[src/rtl/swc_pkg.sv]
// Shared types and constants for serial_word_capture and its output buffer.
package swc_pkg;

  typedef enum logic {
    FLUSH = 1'b0,
    SHIFT = 1'b1
  } swc_state_t;

  localparam int SWC_MAX_WIDTH    = 32;
  localparam int SWC_DEFAULT_SKIP = 5;

endpackage

[src/rtl/swc_out_buffer.sv]
// One-entry output register with valid/ready handshake and sticky overflow.
// Optional registered even-parity output when SWC_PARITY_EN is defined.
module swc_out_buffer #(
  parameter int WIDTH = 8
) (
  input  logic             clk,
  input  logic             rst,
  input  logic             load,
  input  logic [WIDTH-1:0] load_word,
  input  logic             ready,
  output logic [WIDTH-1:0] word,
  output logic             valid,
  output logic             overflow
`ifdef SWC_PARITY_EN
  ,
  output logic             parity
`endif
);

  logic [WIDTH-1:0] word_reg;
  logic             valid_reg;
  logic             overflow_reg;
  logic             drain;
  logic             accept;

  assign drain  = valid_reg & ready;
  // A completing word can take the slot if it is empty or emptying this cycle.
  assign accept = load & (~valid_reg | drain);

  always_ff @(posedge clk) begin
    if (rst) begin
      word_reg     <= '0;
      valid_reg    <= 1'b0;
      overflow_reg <= 1'b0;
    end else begin
      if (accept) begin
        word_reg  <= load_word;
        valid_reg <= 1'b1;
      end else if (drain) begin
        valid_reg <= 1'b0;
      end
      if (load & ~accept) begin
        overflow_reg <= 1'b1;
      end
    end
  end

  assign word     = word_reg;
  assign valid    = valid_reg;
  assign overflow = overflow_reg;

`ifdef SWC_PARITY_EN
  logic parity_reg;

  always_ff @(posedge clk) begin
    if (rst) begin
      parity_reg <= 1'b0;
    end else if (accept) begin
      parity_reg <= ^load_word;
    end
  end

  assign parity = parity_reg;
`endif

endmodule

[src/rtl/serial_word_capture.sv]
// Discards SKIP fill bits after reset, then packs the serial stream LSB-first
// into WIDTH-bit words. Define SWC_PARITY_EN to add the out_parity output.
module serial_word_capture
  import swc_pkg::*;
#(
  parameter int WIDTH = 8,
  parameter int SKIP  = SWC_DEFAULT_SKIP
) (
  input  logic             clk,
  input  logic             rst,
  input  logic             in_bit,
  input  logic             in_valid,
  output logic [WIDTH-1:0] out_word,
  output logic             out_valid,
  input  logic             out_ready,
  output logic             overflow,
  output logic             flushing
`ifdef SWC_PARITY_EN
  ,
  output logic             out_parity
`endif
);

  // SKIP=0 would give a zero-width counter; keep one bit that never moves.
  localparam int SKW = (SKIP > 0) ? $clog2(SKIP + 1) : 1;
  localparam int BCW = $clog2(WIDTH);
  localparam swc_state_t RESET_STATE = (SKIP > 0) ? FLUSH : SHIFT;
  localparam logic [SKW-1:0] SKIP_LAST = (SKIP > 0) ? SKW'(SKIP - 1) : '0;
  localparam logic [BCW-1:0] BIT_LAST  = BCW'(WIDTH - 1);

  swc_state_t       state_reg, state_next;
  logic [SKW-1:0]   skip_cnt_reg, skip_cnt_next;
  logic [BCW-1:0]   bit_cnt_reg, bit_cnt_next;
  logic [WIDTH-1:0] shreg_reg, shreg_next;
  logic [WIDTH-1:0] bit_we;
  logic             shift_en;
  logic             word_done;

  always_comb begin
    state_next    = state_reg;
    skip_cnt_next = skip_cnt_reg;
    bit_cnt_next  = bit_cnt_reg;
    shift_en      = 1'b0;
    word_done     = 1'b0;
    case (state_reg)
      FLUSH: begin
        if (in_valid) begin
          if (skip_cnt_reg == SKIP_LAST) begin
            state_next    = SHIFT;
            skip_cnt_next = '0;
          end else begin
            skip_cnt_next = skip_cnt_reg + 1'b1;
          end
        end
      end
      SHIFT: begin
        if (in_valid) begin
          shift_en = 1'b1;
          if (bit_cnt_reg == BIT_LAST) begin
            bit_cnt_next = '0;
            word_done    = 1'b1;
          end else begin
            bit_cnt_next = bit_cnt_reg + 1'b1;
          end
        end
      end
      default: state_next = RESET_STATE;
    endcase
  end

  // Per-bit write enables; shreg_next already carries the current bit, so it
  // is the complete word on the completion cycle.
  for (genvar gi = 0; gi < WIDTH; gi++) begin : g_shreg
    assign bit_we[gi]     = shift_en && (bit_cnt_reg == BCW'(gi));
    assign shreg_next[gi] = bit_we[gi] ? in_bit : shreg_reg[gi];
  end

  always_ff @(posedge clk) begin
    if (rst) begin
      state_reg    <= RESET_STATE;
      skip_cnt_reg <= '0;
      bit_cnt_reg  <= '0;
      shreg_reg    <= '0;
    end else begin
      state_reg    <= state_next;
      skip_cnt_reg <= skip_cnt_next;
      bit_cnt_reg  <= bit_cnt_next;
      shreg_reg    <= shreg_next;
    end
  end

  assign flushing = (state_reg == FLUSH);

  swc_out_buffer #(
    .WIDTH(WIDTH)
  ) u_out_buffer (
    .clk      (clk),
    .rst      (rst),
    .load     (word_done),
    .load_word(shreg_next),
    .ready    (out_ready),
    .word     (out_word),
    .valid    (out_valid),
    .overflow (overflow)
`ifdef SWC_PARITY_EN
    ,
    .parity   (out_parity)
`endif
  );

endmodule

[config.mk]
export PLATFORM = sky130hd
export DESIGN_NAME = serial_word_capture
export DESIGN_NICKNAME = d
export VERILOG_FILES = /design/src/rtl/swc_pkg.sv /design/src/rtl/swc_out_buffer.sv /design/src/rtl/serial_word_capture.sv
export SDC_FILE = /design/constraint.sdc
export NUM_CORES = 1
export LEC_CHECK = 0
export CAP_MARGIN = 15
export CORE_ASPECT_RATIO = 0.9
export CORE_MARGIN = 2
export CORE_UTILIZATION = 51
export CTS_CLUSTER_DIAMETER = 100
export DETAILED_ROUTE_END_ITERATION = 16
export GPL_ROUTABILITY_DRIVEN = 0
export PLACE_DENSITY = 0.8
export SYNTH_ARGS = -nofsm -noshare
export SYNTH_HDL_FRONTEND = slang
export SYNTH_SLANG_ARGS = --single-unit
[constraint.sdc]
create_clock -name clk -period 1.9 [get_ports clk]
set_input_delay 0.475 -clock clk [delete_from_list [all_inputs] [get_ports clk]]
set_output_delay 0.475 -clock clk [all_outputs]
set_load 0.02 [all_outputs]
==> results of run 1 <==
-- path summary, 6_finish.rpt --
| check | to | slack [ns] | cells past startpoint |
|---|---|---|---|
| worst max-delay path | out_word[3] | 0.11 | 1 |
| worst min-delay path | state_reg$_SDFF_PP0_ | 0.47 | 2 |
| worst max register to register | u_out_buffer.word[5]$_SDFFE_PP0P_ | 0.33 | 5 |
| worst min register to register | state_reg$_SDFF_PP0_ | 0.47 | 2 |
-- layer usage --
metal  wire (um)  global-route usage, %  vias to the layer above  share of wire [%]
met5           0                      0                        -                  0
met4          20                   6.15                        0                1.0
met3          87                   5.63                        3                4.5
met2         885                   29.4                       15                 46
met1         938                   21.9                      384                 49
li1            -                      -                      431                  -
-- cell usage after synthesis --
library cell	number
o21ai_1	1
nor2_1	12
inv_1	5
a311oi_1	1
nand4_1	3
o21ai_0	1
nand2_1	3
and3_1	1
dfxtp_1	24
a211o_1	1
nand2b_1	1
ha_1	8
clkbuf_1	5
inv_2	1
nand3_1	4
buf_4	2
or3b_1	1
nor2b_1	1
a211oi_1	7
buf_2	1
nand2b_2	1
mux2i_1	10
nand4b_1	4
a21oi_1	15
nor2_2	1
-- logic make-up after synthesis --
| kind of cell | Yosys count | share of synthesized area (%) |
|---|---|---|
| fa+ha+maj | 8 | 9.36 |
| simple gates | 32 | 16.1 |
| compound gates | 26 | 14.5 |
| mux | 10 | 9.36 |
| buf+inv | 14 | 5.73 |
| flops | 24 | 44.9 |
-- final cells by class --
class                   count  area [um^2]  share of cell area [%]
clock buffers               3         22.5                    1.74
flip-flops and latches     24          480                    37.1
repair buffers             19          180                    13.9
inverters                   6         22.5                    1.74
multi-input cells          76          528                    40.8
well taps                  25         31.3                    2.42
clock inverters             1         30.0                    2.32
-- where the power goes --
| group | internal [mW] | total (mW) | switching, mW |
|---|---|---|---|
| Combinational | 0.0196 | 0.0443 | 0.0248 |
| Clock | 0.214 | 0.375 | 0.162 |
| Sequential | 0.507 | 0.511 | 0.00348 |
-- stage by stage --
stage	worst slack [ns]	utilization (%)	hold slack [ns]	total power, mW	instances
3_3_place_gp	0.0658	63.7	0.447	0.564	150
5_1_grt	0.0539	66.3	0.510	0.963	154
4_1_cts	0.116	66.3	0.472	0.929	154
2_1_floorplan	0.560	-	0.461	0.549	114
3_5_place_dp	0.0318	63.7	0.453	0.565	150
6_report	0.107	66.3	0.468	0.930	154
==> impl_metrics.ini, run 1 <==
[outcome]
outcome = finished, final reports clean

[floorplanning]
rows = 15
die_h_um = 47.5
die_w_um = 52.3
start_util_pct = 54.8
io_pins = 16
core-area_mm2 = 0.00195
die_area_mm2 = 0.00248

[worst_setup_path]
cp_cell_sequence = clkdlybuf4s50_1
r2r_start = bit_cnt_reg[0]$_SDFFE_PP0P_
path_buf_inv = 1
worst_ep_arrival_time_ns = 1.32
cp-startpoint = u_out_buffer.word[3]$_SDFFE_PP0P_
crit_type = register to primary output
crit_path_max_incr_delay_ns = 0.61
cp_slowest_cell = clkdlybuf4s50_1
critPathLaunchType = register
worstPathRequired_ns = 1.42
path_max_fanout = 2
end_kind = primary output
cp_top_family = buffers and inverters

[clock_tree]
clkTransAtPathRegs_ns = 0.14
clock_latency_ns = 0.33
ctsHoldBuffers = 0
cts-resized-gates = 0
numCtsBuffers = 3
clock_path_buffers = 2
ctsRootBufferMaster = clkbuf_4
cts_max_level = 1
tritoncts = built
post_cts_buffers = 0
cts.sinks = 24

[synthesis]
synth_top_area_cell = dfxtp_1
syn_inst = 114
yosysWarnings = 0
yosysSeqAreaShare_pct = 44.9
ys_ff_latch = 24
syn_nets = 127
synth_top_area_share_pct = 44.9
syn_avg_cell_area_um2 = 9.38
mappedNetlistArea_mm2 = 0.00107
synth.area.top_cells = dfxtp_1 (45%), ha_1 (9.4%), mux2i_1 (9.4%)
synth_cell_types = 25

[sta]
slew_violations = 0
worst_slew_pin_slew_ns = 0.344
clock_skew_ns = 0.0148
tns_ns = 0
rsz0062_at_grt = no
setup_viol = 0
max_slew_margin_pct = 77.0
period_needed_ns = 1.79
hold_violations = 0
fin_crit_sh_pct = 94.4
max_clock_freq_ghz = 0.558

[cells_and_area]
layout.nets = 143
n_fill_cell = 168
drive_gt1_share_pct = 8.53
final_cell_mix = dfxtp_1 (24), a21oi_1 (15), clkdlybuf4s50_1 (15), nor2_1 (12), mux2i_1 (10)
syn2layout_area_growth_pct = 21.1
largest_reg_flops = 8
final_common_cell = dfxtp_1
antenna_cells = 0
stdcell_area_mm2 = 0.00129

[drt]
drt_iter0_markers = 15
routed_wl_um = 1930
drt-vias-per-instance = 5.41
vias = 833
wl_per_cell_um = 12.5
drc = 0
antenna_left = 0
dr.pass1.iters = 4

[global_routing]
antenna_found_initial = 0
grt_max_degree = 25
grt_util_all_layers_pct = 17.5
grt_pass1_vias = 684
grt_pass1_wl_um = 3140
overflow = 0

[place]
place_area_mm2 = 0.00124
port_buffers = 15

[pwr]
max-vdd-ir-drop_v = 0.000860
power.density_mw_per_mm2 = 718
leakagePower_nw = 0.519

[flow_run]
maxCapViolCount = 0

[worst_hold_path]
hold_path.class = register to register
min_from = state_reg$_SDFF_PP0_
No activity file was read; power rests on OpenSTA's default activity.
==> inputs of run 2 (changes only) <==
==> constraint.sdc (replaced) <==
create_clock -name clk -period 1.9 [get_ports clk]
set_input_delay 0.475 -clock clk [delete_from_list [all_inputs] [get_ports clk]]
set_output_delay 0.475 -clock clk [all_outputs]
set_load 0.005 [all_outputs]
==> results of run 2 <==
Same layout as run 1 (identical final DEF). Status: finished, final reports clean.
Among the figures that moved: setup slack after layout 0.107 ns -> 0.211 ns
